`src/rtl/mixer_tune_ctrl_if.sv`:
```
// Request/status bundle between the control register block and the NCO retune
// sequencer. The control side is the master: it drives the tuning request and
// observes the NCO/mixer status.
//
// Handshake: a request transfers on a rising clock edge where req_valid and
// req_ready are both 1. req_freq and req_phase_clr must be stable while
// req_valid is high. The master keeps req_valid high until it sees
// req_ready=1; the slave never queues and never drops a request that has
// transferred.
interface mixer_tune_ctrl_if #(
   parameter int PHASE_BITS = 32,
   parameter int LUT_BITS   = 10
);
   logic                  req_valid;
   logic [PHASE_BITS-1:0] req_freq;
   logic                  req_phase_clr;
   logic                  req_ready;
   logic [LUT_BITS-1:0]   phase_idx;
   logic                  mix_en;
   logic                  flush;
   logic                  tuned;
   logic [PHASE_BITS-1:0] cur_freq;

   modport master (
      output req_valid, req_freq, req_phase_clr,
      input  req_ready, phase_idx, mix_en, flush, tuned, cur_freq
   );

   modport slave (
      input  req_valid, req_freq, req_phase_clr,
      output req_ready, phase_idx, mix_en, flush, tuned, cur_freq
   );
endinterface

```
`src/rtl/mixer_tune_ctrl.sv`:
```
// Retune sequencer for the quadrature mixer NCO. Owns the phase accumulator
// and drives the sin/cos ROM index. A tuning request mutes the mixer, swaps
// the phase increment, pulses flush to the CIC/decimator chain, waits for the
// filters to settle, then raises tuned.
module mixer_tune_ctrl #(
   parameter int PHASE_BITS    = 32,
   parameter int LUT_BITS      = 10,
   parameter int MUTE_CYCLES   = 16,
   parameter int SETTLE_CYCLES = 1024,
   parameter int CNT_BITS      = 16
) (
   input  logic               CLK,
   input  logic               RSTb,
   mixer_tune_ctrl_if.slave   bus,
   output logic [2:0]         o_dbg_state
);

   typedef enum logic [2:0] {
      ST_IDLE   = 3'd0,
      ST_MUTE   = 3'd1,
      ST_SWAP   = 3'd2,
      ST_SETTLE = 3'd3,
      ST_RUN    = 3'd4
   } state_t;

   localparam logic [CNT_BITS-1:0] MUTE_LAST   = CNT_BITS'(MUTE_CYCLES - 1);
   localparam logic [CNT_BITS-1:0] SETTLE_LAST = CNT_BITS'(SETTLE_CYCLES - 1);

   state_t                r_state;
   logic [CNT_BITS-1:0]   r_cnt;
   logic [PHASE_BITS-1:0] r_acc;
   logic [PHASE_BITS-1:0] r_inc;
   logic [PHASE_BITS-1:0] r_cur_freq;
   logic [PHASE_BITS-1:0] r_hold_freq;
   logic                  r_hold_clr;
   logic [LUT_BITS-1:0]   r_phase_idx;
   logic                  r_req_ready;
   logic                  r_mix_en;
   logic                  r_flush;
   logic                  r_tuned;
   logic                  w_xfer;

   // req_ready is a register that is only ever 1 while the state is IDLE or
   // RUN, and is held 0 in reset so a request at reset release is ignored.
   assign w_xfer = bus.req_valid & r_req_ready;

   assign bus.req_ready = r_req_ready;
   assign bus.phase_idx = r_phase_idx;
   assign bus.mix_en    = r_mix_en;
   assign bus.flush     = r_flush;
   assign bus.tuned     = r_tuned;
   assign bus.cur_freq  = r_cur_freq;
   assign o_dbg_state   = r_state;

   // NCO: free-running accumulator; the increment is swapped (and the phase
   // optionally zeroed) only in the SWAP cycle. ROM index lags acc by one cycle.
   always_ff @(posedge CLK or negedge RSTb) begin
      if (!RSTb) begin
         r_acc       <= '0;
         r_inc       <= '0;
         r_cur_freq  <= '0;
         r_phase_idx <= '0;
      end else begin
         r_phase_idx <= r_acc[PHASE_BITS-1 -: LUT_BITS];
         if (r_state == ST_SWAP) begin
            r_inc      <= r_hold_freq;
            r_cur_freq <= r_hold_freq;
            r_acc      <= r_hold_clr ? '0 : r_acc + r_inc;
         end else begin
            r_acc <= r_acc + r_inc;
         end
      end
   end

   // Sequencer FSM; every status output is registered alongside the state so
   // it reflects the state being entered.
   always_ff @(posedge CLK or negedge RSTb) begin
      if (!RSTb) begin
         r_state     <= ST_IDLE;
         r_cnt       <= '0;
         r_hold_freq <= '0;
         r_hold_clr  <= 1'b0;
         r_req_ready <= 1'b0;
         r_mix_en    <= 1'b0;
         r_flush     <= 1'b0;
         r_tuned     <= 1'b0;
      end else begin
         r_flush <= 1'b0;
         case (r_state)
            ST_IDLE, ST_RUN: begin
               if (w_xfer) begin
                  r_state     <= ST_MUTE;
                  r_cnt       <= '0;
                  r_hold_freq <= bus.req_freq;
                  r_hold_clr  <= bus.req_phase_clr;
                  r_req_ready <= 1'b0;
                  r_mix_en    <= 1'b0;
                  r_tuned     <= 1'b0;
               end else begin
                  r_req_ready <= 1'b1;
               end
            end
            ST_MUTE: begin
               if (r_cnt == MUTE_LAST) begin
                  r_state <= ST_SWAP;
                  r_cnt   <= '0;
                  r_flush <= 1'b1;
               end else begin
                  r_cnt <= r_cnt + 1'b1;
               end
            end
            ST_SWAP: begin
               r_state  <= ST_SETTLE;
               r_cnt    <= '0;
               r_mix_en <= 1'b1;
            end
            ST_SETTLE: begin
               if (r_cnt == SETTLE_LAST) begin
                  r_state     <= ST_RUN;
                  r_cnt       <= '0;
                  r_tuned     <= 1'b1;
                  r_req_ready <= 1'b1;
               end else begin
                  r_cnt <= r_cnt + 1'b1;
               end
            end
            default: begin
               r_state     <= ST_IDLE;
               r_cnt       <= '0;
               r_req_ready <= 1'b0;
               r_mix_en    <= 1'b0;
               r_tuned     <= 1'b0;
            end
         endcase
      end
   end

endmodule

```
`src/flat_wrapper.sv`:
```
// flat-port wrapper written by rule: the top's interface ports become plain ports
module mixer_tune_ctrl_flat 
#(
   parameter int PHASE_BITS    = 32,
   parameter int LUT_BITS      = 10,
   parameter int MUTE_CYCLES   = 16,
   parameter int SETTLE_CYCLES = 1024,
   parameter int CNT_BITS      = 16
)
  (CLK, RSTb, o_dbg_state, bus_req_valid, bus_req_freq, bus_req_phase_clr, bus_req_ready, bus_phase_idx, bus_mix_en, bus_flush, bus_tuned, bus_cur_freq);
  mixer_tune_ctrl_if #(.PHASE_BITS(PHASE_BITS), .LUT_BITS(LUT_BITS)) bus_i ();
  input  logic CLK;
  input  logic RSTb;
  output logic [2:0] o_dbg_state;
  input wire logic [$bits(bus_i.req_valid)-1:0] bus_req_valid;
  input wire logic [$bits(bus_i.req_freq)-1:0] bus_req_freq;
  input wire logic [$bits(bus_i.req_phase_clr)-1:0] bus_req_phase_clr;
  output wire logic [$bits(bus_i.req_ready)-1:0] bus_req_ready;
  output wire logic [$bits(bus_i.phase_idx)-1:0] bus_phase_idx;
  output wire logic [$bits(bus_i.mix_en)-1:0] bus_mix_en;
  output wire logic [$bits(bus_i.flush)-1:0] bus_flush;
  output wire logic [$bits(bus_i.tuned)-1:0] bus_tuned;
  output wire logic [$bits(bus_i.cur_freq)-1:0] bus_cur_freq;
  assign bus_i.req_valid = bus_req_valid;
  assign bus_i.req_freq = bus_req_freq;
  assign bus_i.req_phase_clr = bus_req_phase_clr;
  assign bus_req_ready = bus_i.req_ready;
  assign bus_phase_idx = bus_i.phase_idx;
  assign bus_mix_en = bus_i.mix_en;
  assign bus_flush = bus_i.flush;
  assign bus_tuned = bus_i.tuned;
  assign bus_cur_freq = bus_i.cur_freq;
  mixer_tune_ctrl #(.PHASE_BITS(PHASE_BITS), .LUT_BITS(LUT_BITS), .MUTE_CYCLES(MUTE_CYCLES), .SETTLE_CYCLES(SETTLE_CYCLES), .CNT_BITS(CNT_BITS)) u_core (.CLK(CLK), .RSTb(RSTb), .bus(bus_i), .o_dbg_state(o_dbg_state));
endmodule
```
`config.mk`:
```
export PLATFORM = sky130hd
export DESIGN_NAME = mixer_tune_ctrl_flat
export DESIGN_NICKNAME = d
export VERILOG_FILES = /design/src/rtl/mixer_tune_ctrl_if.sv /design/src/rtl/mixer_tune_ctrl.sv /design/src/flat_wrapper.sv
export SDC_FILE = /design/constraint.sdc
export NUM_CORES = 1
export LEC_CHECK = 0
export ABC_CLOCK_PERIOD_IN_PS = 6200
export BUFFER_PORTS_ARGS = -buffer_cell sky130_fd_sc_hd__buf_2
export CORE_MARGIN = 10
export CORE_UTILIZATION = 63
export DETAILED_ROUTE_END_ITERATION = 8
export GPL_TIMING_DRIVEN = 0
export PLACE_DENSITY = 0.86
export SLEW_MARGIN = 15
export SYNTH_ARGS = -nofsm -noshare
export SYNTH_HDL_FRONTEND = slang
export SYNTH_SLANG_ARGS = --single-unit
```
`constraint.sdc`:
```
create_clock -name CLK -period 6.2 [get_ports CLK]
set_input_delay 0.93 -clock CLK [delete_from_list [all_inputs] [get_ports CLK]]
set_output_delay 0.93 -clock CLK [all_outputs]
set_load 0.01 [all_outputs]
```
# Word level (Yosys, flattened, before mapping)
# Index checks and enable logic that the tools add are counted.
totals:
  regBits: 130
  inputBits: 36
  wordCells: 52
classes:
  addsub: 2
  n_eq_ne: 9
  muxes: 18
  n_bitwise: 3
  reduce_logical: 9
op_table:
  columns: ["operator", "count"]
  rows:
  - ["2-to-1 mux 32 bit", 2]
  - ["2-to-1 mux 16 bit", 3]
  - ["case mux 16 bit (3 select lines)", 1]
  - ["adder 32 bit", 1]
  - ["adder 16 x 1 -> 16 bit, second input constant", 1]
  - ["equality test 16 x 10 -> 1 bit, second input constant", 1]
  - ["equality test 16 x 4 -> 1 bit, second input constant", 1]
  - ["case mux 3 bit (4 select lines)", 1]
  - ["2-to-1 mux 3 bit", 3]
  - ["case mux 1 bit (3 select lines)", 3]
  - ["equality test 3 x 2 -> 1 bit, second input constant", 2]
  - ["inequality test 2 x 1 -> 1 bit, second input constant", 3]
  - ["AND reduction 2 bit", 3]
  - ["AND reduction 3 bit", 2]
  - ["OR reduction 2 bit", 3]
  - ["2-to-1 mux 1 bit", 5]
  - ["equality test 3 x 1 -> 1 bit, second input constant", 1]
  - ["equality test 3 bit, second input constant", 1]
  - ["zero test 3 bit", 1]
  - ["inverter 1 bit", 2]
  - ["AND 1 bit", 1]

# Depth between registers and ports, before layout
# Gate-level depths: netlist of the first run.
depth:
  ltp_word: 4
  mapped_depth: 9

# Worst setup path before layout of the first run
# OpenSTA, ideal clock, no wires.
synth_timing:
  path_type: "register -> register"
  startpoint: "reg, netlist name u_core.bus.cur_freq[0]"
  endpoint: "reg u_core.r_acc[18]"
  setup_ps: 118
  arrival_time_ps: 2262
  t_required_ps: 6082
  slack_ps: 3820
  path_stages_with_launch: 10
  n_path_buf: 0
  period_less_slack_ps: 2380
  path_cell_list: "dfrtp_1 -> ha_1 -> fa_1 -> a211oi_1 -> o21ai_2 -> o211ai_2 -> nand3_1 -> a221oi_1 -> xor2_1 -> nor2_1"
synth_lines:
  columns: ["item", "line_no", "source"]
  rows:
  - ["end signal: assignment", "mixer_tune_ctrl.sv:68", "r_acc <= r_hold_clr ? '0 : r_acc + r_inc;"]
  - ["end signal: assignment", "mixer_tune_ctrl.sv:70", "r_acc <= r_acc + r_inc;"]
  - ["end: declaration", "mixer_tune_ctrl.sv:31", "logic [PHASE_BITS-1:0] r_acc;"]

==> impl_metrics.env, run 1 <==
export IMPL_status="complete, no violations"
export IMPL_root_buffer="clkbuf_8"
export IMPL_nNetsFinal=767
export IMPL_drt_iter0_drc=440
export IMPL_cp_start_kind="flip-flop"
export IMPL_critPathRequiredTime_ns=6.63
export IMPL_period_minus_slack_ns=2.627
export IMPL_maxCapViolCount=0
export IMPL_num_rows=37
export IMPL_drv_slew=0
export IMPL_insertion_delay_ns=0.54
export IMPL_cts_setup_buffers=0
export IMPL_drive_above_1_share=0.3165
export IMPL_ys_seq_elements=130
export IMPL_ir_drop_v=0.0002098
export IMPL_vias=5044
export IMPL_utilization=0.7655
export IMPL_place_worst_setup_slack_ns=3.438
export IMPL_yosysWarnings=0
export IMPL_hold_path_class="in -> async"
export IMPL_end_kind="flip-flop"
export IMPL_core_area_um2=10280
export IMPL_leakage_nw=4.147
export IMPL_final_cells=847
export IMPL_drc=0
export IMPL_setup_tns_final_ns=0
export IMPL_cts_tree="done"
export IMPL_synthFlopType="dfrtp_1"
export IMPL_place_inst=815
export IMPL_grt_first_pass_wirelength_mm=25.73
export IMPL_finClkSkew_ns=0.008398
export IMPL_synth_cells=594
export IMPL_cp_max_fo=4
export IMPL_synthArstFlopShare=1.000
export IMPL_setup_ws_ns=3.573
export IMPL_crit_type="reg -> reg"
export IMPL_area_growth_pct=18.51
export IMPL_synth_enable_flop_cells=0
export IMPL_grt_usage=0.2153
export IMPL_viasPerCell=5.955
export IMPL_clk_pin_slew_ns=0.06
export IMPL_drt_total_wl_mm=15.50
export IMPL_syn_area_per_cell_um2=11.18
export IMPL_initial_utilization=0.6460
export IMPL_syn_nets=663
export IMPL_relSlewSlack=0.3440
export IMPL_finalSetupViolations=0
export IMPL_final_cell_mix="130 x dfrtp_1, 99 x buf_2, 66 x mux2_2, 43 x nor2_1, 37 x nand2_1"
export IMPL_clk_path_buf_depth=2
export IMPL_cts_resized=0
export IMPL_antenna_found_initial=0
export IMPL_grt_setup_unrepaired="no"
export IMPL_tightest_slew_ns=0.9764
export IMPL_cts_inserted_buffers=17
export IMPL_grt_max_degree=84
export IMPL_io_pins=85
export IMPL_netlist_area_um2=6639
export IMPL_critPathArrivalTime_ns=3.05
export IMPL_grt_pass1_vias=5169
export IMPL_power_density_nw_per_um2=240.7
export IMPL_synth_cell_types=67
export IMPL_finalPower_mw=1.894
export IMPL_fill_cells=701
export IMPL_die_h_um=122.7
export IMPL_drt_pass1_iter_count=5
export IMPL_ys_seq_area_frac=0.4900
export IMPL_antennaDiodeCount=0
export IMPL_clkSinkCount=130
export IMPL_wl_per_cell_um=18.30
export IMPL_h_tree_depth=4
export IMPL_die_w_um=122.7
export IMPL_max_freq_mhz=380.6
export IMPL_grt_overflow=0
export IMPL_port_buffers=84
export IMPL_final_common_cell="dfrtp_1"
export IMPL_period_share=0.4238
export IMPL_gp_congestion=0.8647
export IMPL_finalHoldViolations=0
export IMPL_ant_nets=0
export IMPL_die_area_um2=15040
export IMPL_cts_hold_buf=0
export IMPL_dp_hpwl_mm=10.69
[path summary, 6_finish.rpt]
kind / slack [ns] / start / cells after the start / end
worst max-delay path: 3.57 / u_core.bus.cur_freq[0]$_DFFE_PN0P_ / 9 / u_core.r_acc[18]$_DFF_PN0_
min in group CLK: 0.38 / u_core.r_acc[29]$_DFF_PN0_ / 0 / u_core.bus.phase_idx[7]$_DFF_PN0_
worst max register to register: 3.57 / u_core.bus.cur_freq[0]$_DFFE_PN0P_ / 9 / u_core.r_acc[18]$_DFF_PN0_
worst min-delay path: 0.32 / RSTb / 1 / u_core.r_cnt[10]$_DFFE_PN0N_
worst min register to register: 0.38 / u_core.r_acc[29]$_DFF_PN0_ / 0 / u_core.bus.phase_idx[7]$_DFF_PN0_
max in group asynchronous: 5.14 / RSTb / 2 / u_core.r_hold_freq[14]$_DFFE_PN0P_
[flip-flops by register name, indices dropped and copies added, names as in the netlist]
register and flops:
u_core.bus.cur_freq 32, u_core.r_acc 32, u_core.r_hold_freq 32, u_core.r_cnt 16, u_core.bus.phase_idx 10, u_core.o_dbg_state 3
u_core.bus.flush 1, u_core.bus.mix_en 1, u_core.bus.req_ready 1, u_core.bus.tuned 1, u_core.r_hold_clr 1
[kinds of logic after synthesis]
family / share of synthesized area
adders and majority gates: 0.06332
buffers and inverters: 0.02884
DFF: 0.4900
xor gates and xnor gates: 0.02902
muxes: 0.1150
AOI/OAI and AO/OA: 0.1572
and+or+nand+nor: 0.1167
[metal layers]
layer / global-route usage / vias up / part of all wire / wire (um)
met2: 0.3553 / 190 / 0.50 / 7745
li1: - / 2364 / - / -
met4: 0.07585 / 0 / 0.014 / 210
met1: 0.2631 / 2467 / 0.42 / 6460
met3: 0.06566 / 23 / 0.070 / 1086
met5: 0 / - / 0 / 0
[synth_stat cells, types with 6 or more instances]
master,instances,share of area
dfrtp_1,130,0.49
nor2_1,43,0.024
a31oi_1,6,0.0057
xor2_1,9,0.012
nand3_1,19,0.014
inv_1,7,0.0040
mux2_2,66,0.11
o21ai_1,6,0.0045
o21ai_0,27,0.020
and3_1,7,0.0066
buf_2,16,0.012
a21o_1,21,0.024
ha_1,32,0.060
o31ai_1,6,0.0068
nand2_1,37,0.021
nand4_1,6,0.0057
xnor2_1,13,0.017
a21oi_1,34,0.026
o21a_1,6,0.0068
clkbuf_1,7,0.0040
nor3_1,11,0.0083
nand2b_1,9,0.0085
[through the flow]
step	hold WS (ns)	instance area, um2
after floorplan	0.3574	6639
after global placement	0.3605	7229
after detailed placement	0.3683	7263
after CTS	0.3320	7868
after global routing	0.3449	7868
final	0.3218	7868
[cell type report]
type                       count  area [um2]  area share
buffer                        30       165.2     0.02099
clock buffer                  23       476.7     0.06059
clock inverter                 9       127.6     0.01622
inverter                       7       26.28    0.003340
multi-input combinational    427        3194      0.4060
sequential                   130        3253      0.4135
tap                          136       170.2     0.02163
timing repair buffer          85       454.2     0.05773
[critical path, stage by stage (launching register included)]
cell,delay (ns)
dfrtp_1,0.41
ha_1,0.26
fa_1,0.43
a211oi_1,0.28
o21ai_2,0.15
o211ai_2,0.23
nand3_1,0.16
a221oi_1,0.32
xor2_1,0.20
nor2_1,0.06
[power breakdown]
| part | internal, mW | switching (mW) |
|---|---|---|
| Clock | 0.653 | 0.362 |
| Sequential | 0.849 | 0 |
| Combinational | 0.00996 | 0.0192 |
No activity file was read; power rests on OpenSTA's default activity.
==> inputs of run 2 (changes only) <==
Settings changed: ABC_CLOCK_PERIOD_IN_PS 6200 to 2300, CORE_UTILIZATION 63 to 53, PLACE_DENSITY 0.86 to 0.77.
Clock period 6.2 ns to 2.3 ns, I/O delays scaled along.
==> run 2 against run 1 <==
Net effect:
- the flow now finishes with violations (negative setup slack)
- total power grew to 3.0 times the previous value
- maximum frequency rose by 9.1%
- combinational power grew to 2.7 times the previous value
- clock power rose to 3.2 times the previous value
- hold slack worse by 0.17 ns
- critical path depth is 1 higher
- critical endpoint unchanged
==> impl_metrics.env, run 2 (synthesized netlist as in run 1, its figures left out) <==
export IMPL_status="finished with violations"
export IMPL_violations="negative setup slack"
export IMPL_reg2reg_from="u_core.bus.cur_freq[0]$_DFFE_PN0P_"
export IMPL_cts_inserted_buffers=17
export IMPL_final_common_cell="dfrtp_1"
export IMPL_grt_max_degree=76
export IMPL_num_rows=40
export IMPL_drt_iter0_drc=329
export IMPL_cp_max_fo=3
export IMPL_grt_setup_unrepaired="yes"
export IMPL_grt_pass1_vias=5212
export IMPL_drt_total_wl_mm=15.67
export IMPL_p_seq_frac=0.405
export IMPL_end_kind="flip-flop"
export IMPL_finalPower_mw=5.652
export IMPL_cp_start_kind="flip-flop"
export IMPL_finalSetupViolations=10
export IMPL_root_buffer="clkbuf_16"
export IMPL_gp_congestion=0.8869
export IMPL_final_cell_mix="130 x dfrtp_1, 96 x buf_2, 66 x mux2_2, 41 x nor2_1, 37 x nand2_1"
export IMPL_startpoint="u_core.bus.cur_freq[0]$_DFFE_PN0P_"
export IMPL_clkSinkCount=130
export IMPL_ir_drop_v=0.0006265
export IMPL_switching_power_mw=1.058
export IMPL_nNetsFinal=783
export IMPL_grt_overflow=0
export IMPL_period_minus_slack_ns=2.408
export IMPL_final_cell_area_um2=8523
export IMPL_clk_path_buf_depth=2
export IMPL_drt_pass1_iter_count=5
export IMPL_crit_type="reg -> reg"
export IMPL_r2r_slack_ns=-0.11
export IMPL_tightest_slew_ns=0.5796
export IMPL_core_area_um2=12160
export IMPL_fill_cells=871
export IMPL_die_w_um=131.9
export IMPL_clk_pin_slew_ns=0.06
export IMPL_worstSetupEndpoint="u_core.r_acc[18]$_DFF_PN0_"
export IMPL_setup_tns_final_ns=-0.5487
export IMPL_grt_usage=0.1796
export IMPL_drive_above_1_share=0.4017
export IMPL_place_inst=847
export IMPL_p_int_mw=4.594
export IMPL_antenna_found_initial=0
export IMPL_power_density_nw_per_um2=663.1
export IMPL_period_share=1.047
export IMPL_finClkSkew_ns=0.007038
export IMPL_initial_utilization=0.5459
export IMPL_wl_per_cell_um=17.51
export IMPL_die_area_um2=17400
export IMPL_drc=0
export IMPL_viasPerCell=5.656
export IMPL_relSlewSlack=0.6115
export IMPL_leakage_nw=4.356
export IMPL_antennaDiodeCount=0
export IMPL_sw_frac_of_total=0.1872
export IMPL_holdWs_ns=0.1542
export IMPL_final_cells=895
export IMPL_clkPwrFrac=0.581
export IMPL_vias=5062
export IMPL_utilization=0.7008
export IMPL_p_comb_frac=0.014
export IMPL_drv_slew=0
export IMPL_place_area_um2=7315
export IMPL_setup_ws_ns=-0.1079
export IMPL_rr_endpoint="u_core.r_acc[18]$_DFF_PN0_"
export IMPL_area_growth_pct=28.38
export IMPL_max_freq_mhz=415.3
export IMPL_ant_nets=0
export IMPL_critPathRequiredTime_ns=2.61
export IMPL_port_buffers=84
export IMPL_reg2regPathDepth=10
export IMPL_grt_first_pass_wirelength_mm=25.67
export IMPL_insertion_delay_ns=0.42
export IMPL_io_pins=85
export IMPL_maxCapViolCount=0
export IMPL_finalHoldViolations=0
export IMPL_place_worst_setup_slack_ns=-0.2074
export IMPL_die_h_um=131.9
export IMPL_dp_hpwl_mm=10.49
export IMPL_hold_path_class="in -> reg"
export IMPL_critPathArrivalTime_ns=2.72
export IMPL_h_tree_depth=4
export IMPL_cts_tree="done"
[run 2: cell count changes in the layout (fill, tap and decap cells not counted), moves of 5 or more]
cell,change
nor3_2,+9
nor3_1,-9
a21oi_2,+6
ha_4,+5
ha_1,-6
buf_4,+18
a21oi_1,-6
o21ai_0,-5
bufinv_16,+5
clkbuf_1,-5
nand3_1,-5
[run 2: how the worst min path moves through the flow]
stage	start	endpoint	slack, ns	cells after the start
floorplan	RSTb	u_core.bus.cur_freq[0]$_DFFE_PN0P_	0.05	0
global placement	u_core.r_acc[28]$_DFF_PN0_	u_core.bus.phase_idx[6]$_DFF_PN0_	0.36	0
detailed placement	RSTb	u_core.r_hold_freq[7]$_DFFE_PN0P_	0.34	1
CTS	bus_req_freq[15]	u_core.r_hold_freq[15]$_DFFE_PN0P_	0.14	2
global route	bus_req_freq[18]	u_core.r_hold_freq[18]$_DFFE_PN0P_	0.14	2
finish	bus_req_freq[11]	u_core.r_hold_freq[11]$_DFFE_PN0P_	0.15	2
[run 2: timing repair]
item | CTS | global route
endpoints found under the setup margin | 25 | 58
setup buffers | 6 | 12
gates resized for setup | 19 | 56
pin swaps | 12 | 26
hold endpoints to repair | 55 | 0
hold buffers | 1 | 0
[run 2: layout make-up]
| class | instances | area, um2 | area share |
|---|---|---|---|
| clock inverter | 14 | 282.8 | 0.03318 |
| timing repair buffer | 103 | 595.6 | 0.06988 |
| sequential | 130 | 3253 | 0.3817 |
| multi-input combinational | 427 | 3546 | 0.4160 |
| buffer | 28 | 170.2 | 0.01996 |
| tap | 168 | 210.2 | 0.02466 |
| inverter | 7 | 26.28 | 0.003083 |
| clock buffer | 18 | 439.2 | 0.05153 |
[run 2: power by group through the flow]
| stage | logic [mW] | clock network (mW) | registers [mW] |
|---|---|---|---|
| detailed placement | 0.0819 | 0 | 2.33 |
| floorplan | 0.000474 | 0 | 2.33 |
| global route | 0.0922 | 3.43 | 2.29 |
| finish | 0.0789 | 3.28 | 2.29 |
| CTS | 0.0834 | 3.32 | 2.29 |
| global placement | 0.0719 | 0 | 2.33 |
[run 2: worst max-delay path: stages, from the launching register on]
cell,delay [ns]
dfrtp_1,0.42
ha_4,0.20
fa_2,0.37
a211oi_2,0.21
o21ai_2,0.09
o211ai_2,0.29
buf_4,0.18
nand3_4,0.08
a221oi_2,0.25
xor2_1,0.17
nor2_1,0.05
[run 2: per-layer routing]
layer,track usage,up-vias,share of wire
li1,-,2400,-
met1,0.2193,2486,0.43
met2,0.2869,149,0.49
met3,0.05755,27,0.056
met4,0.07355,0,0.023
met5,0,-,0
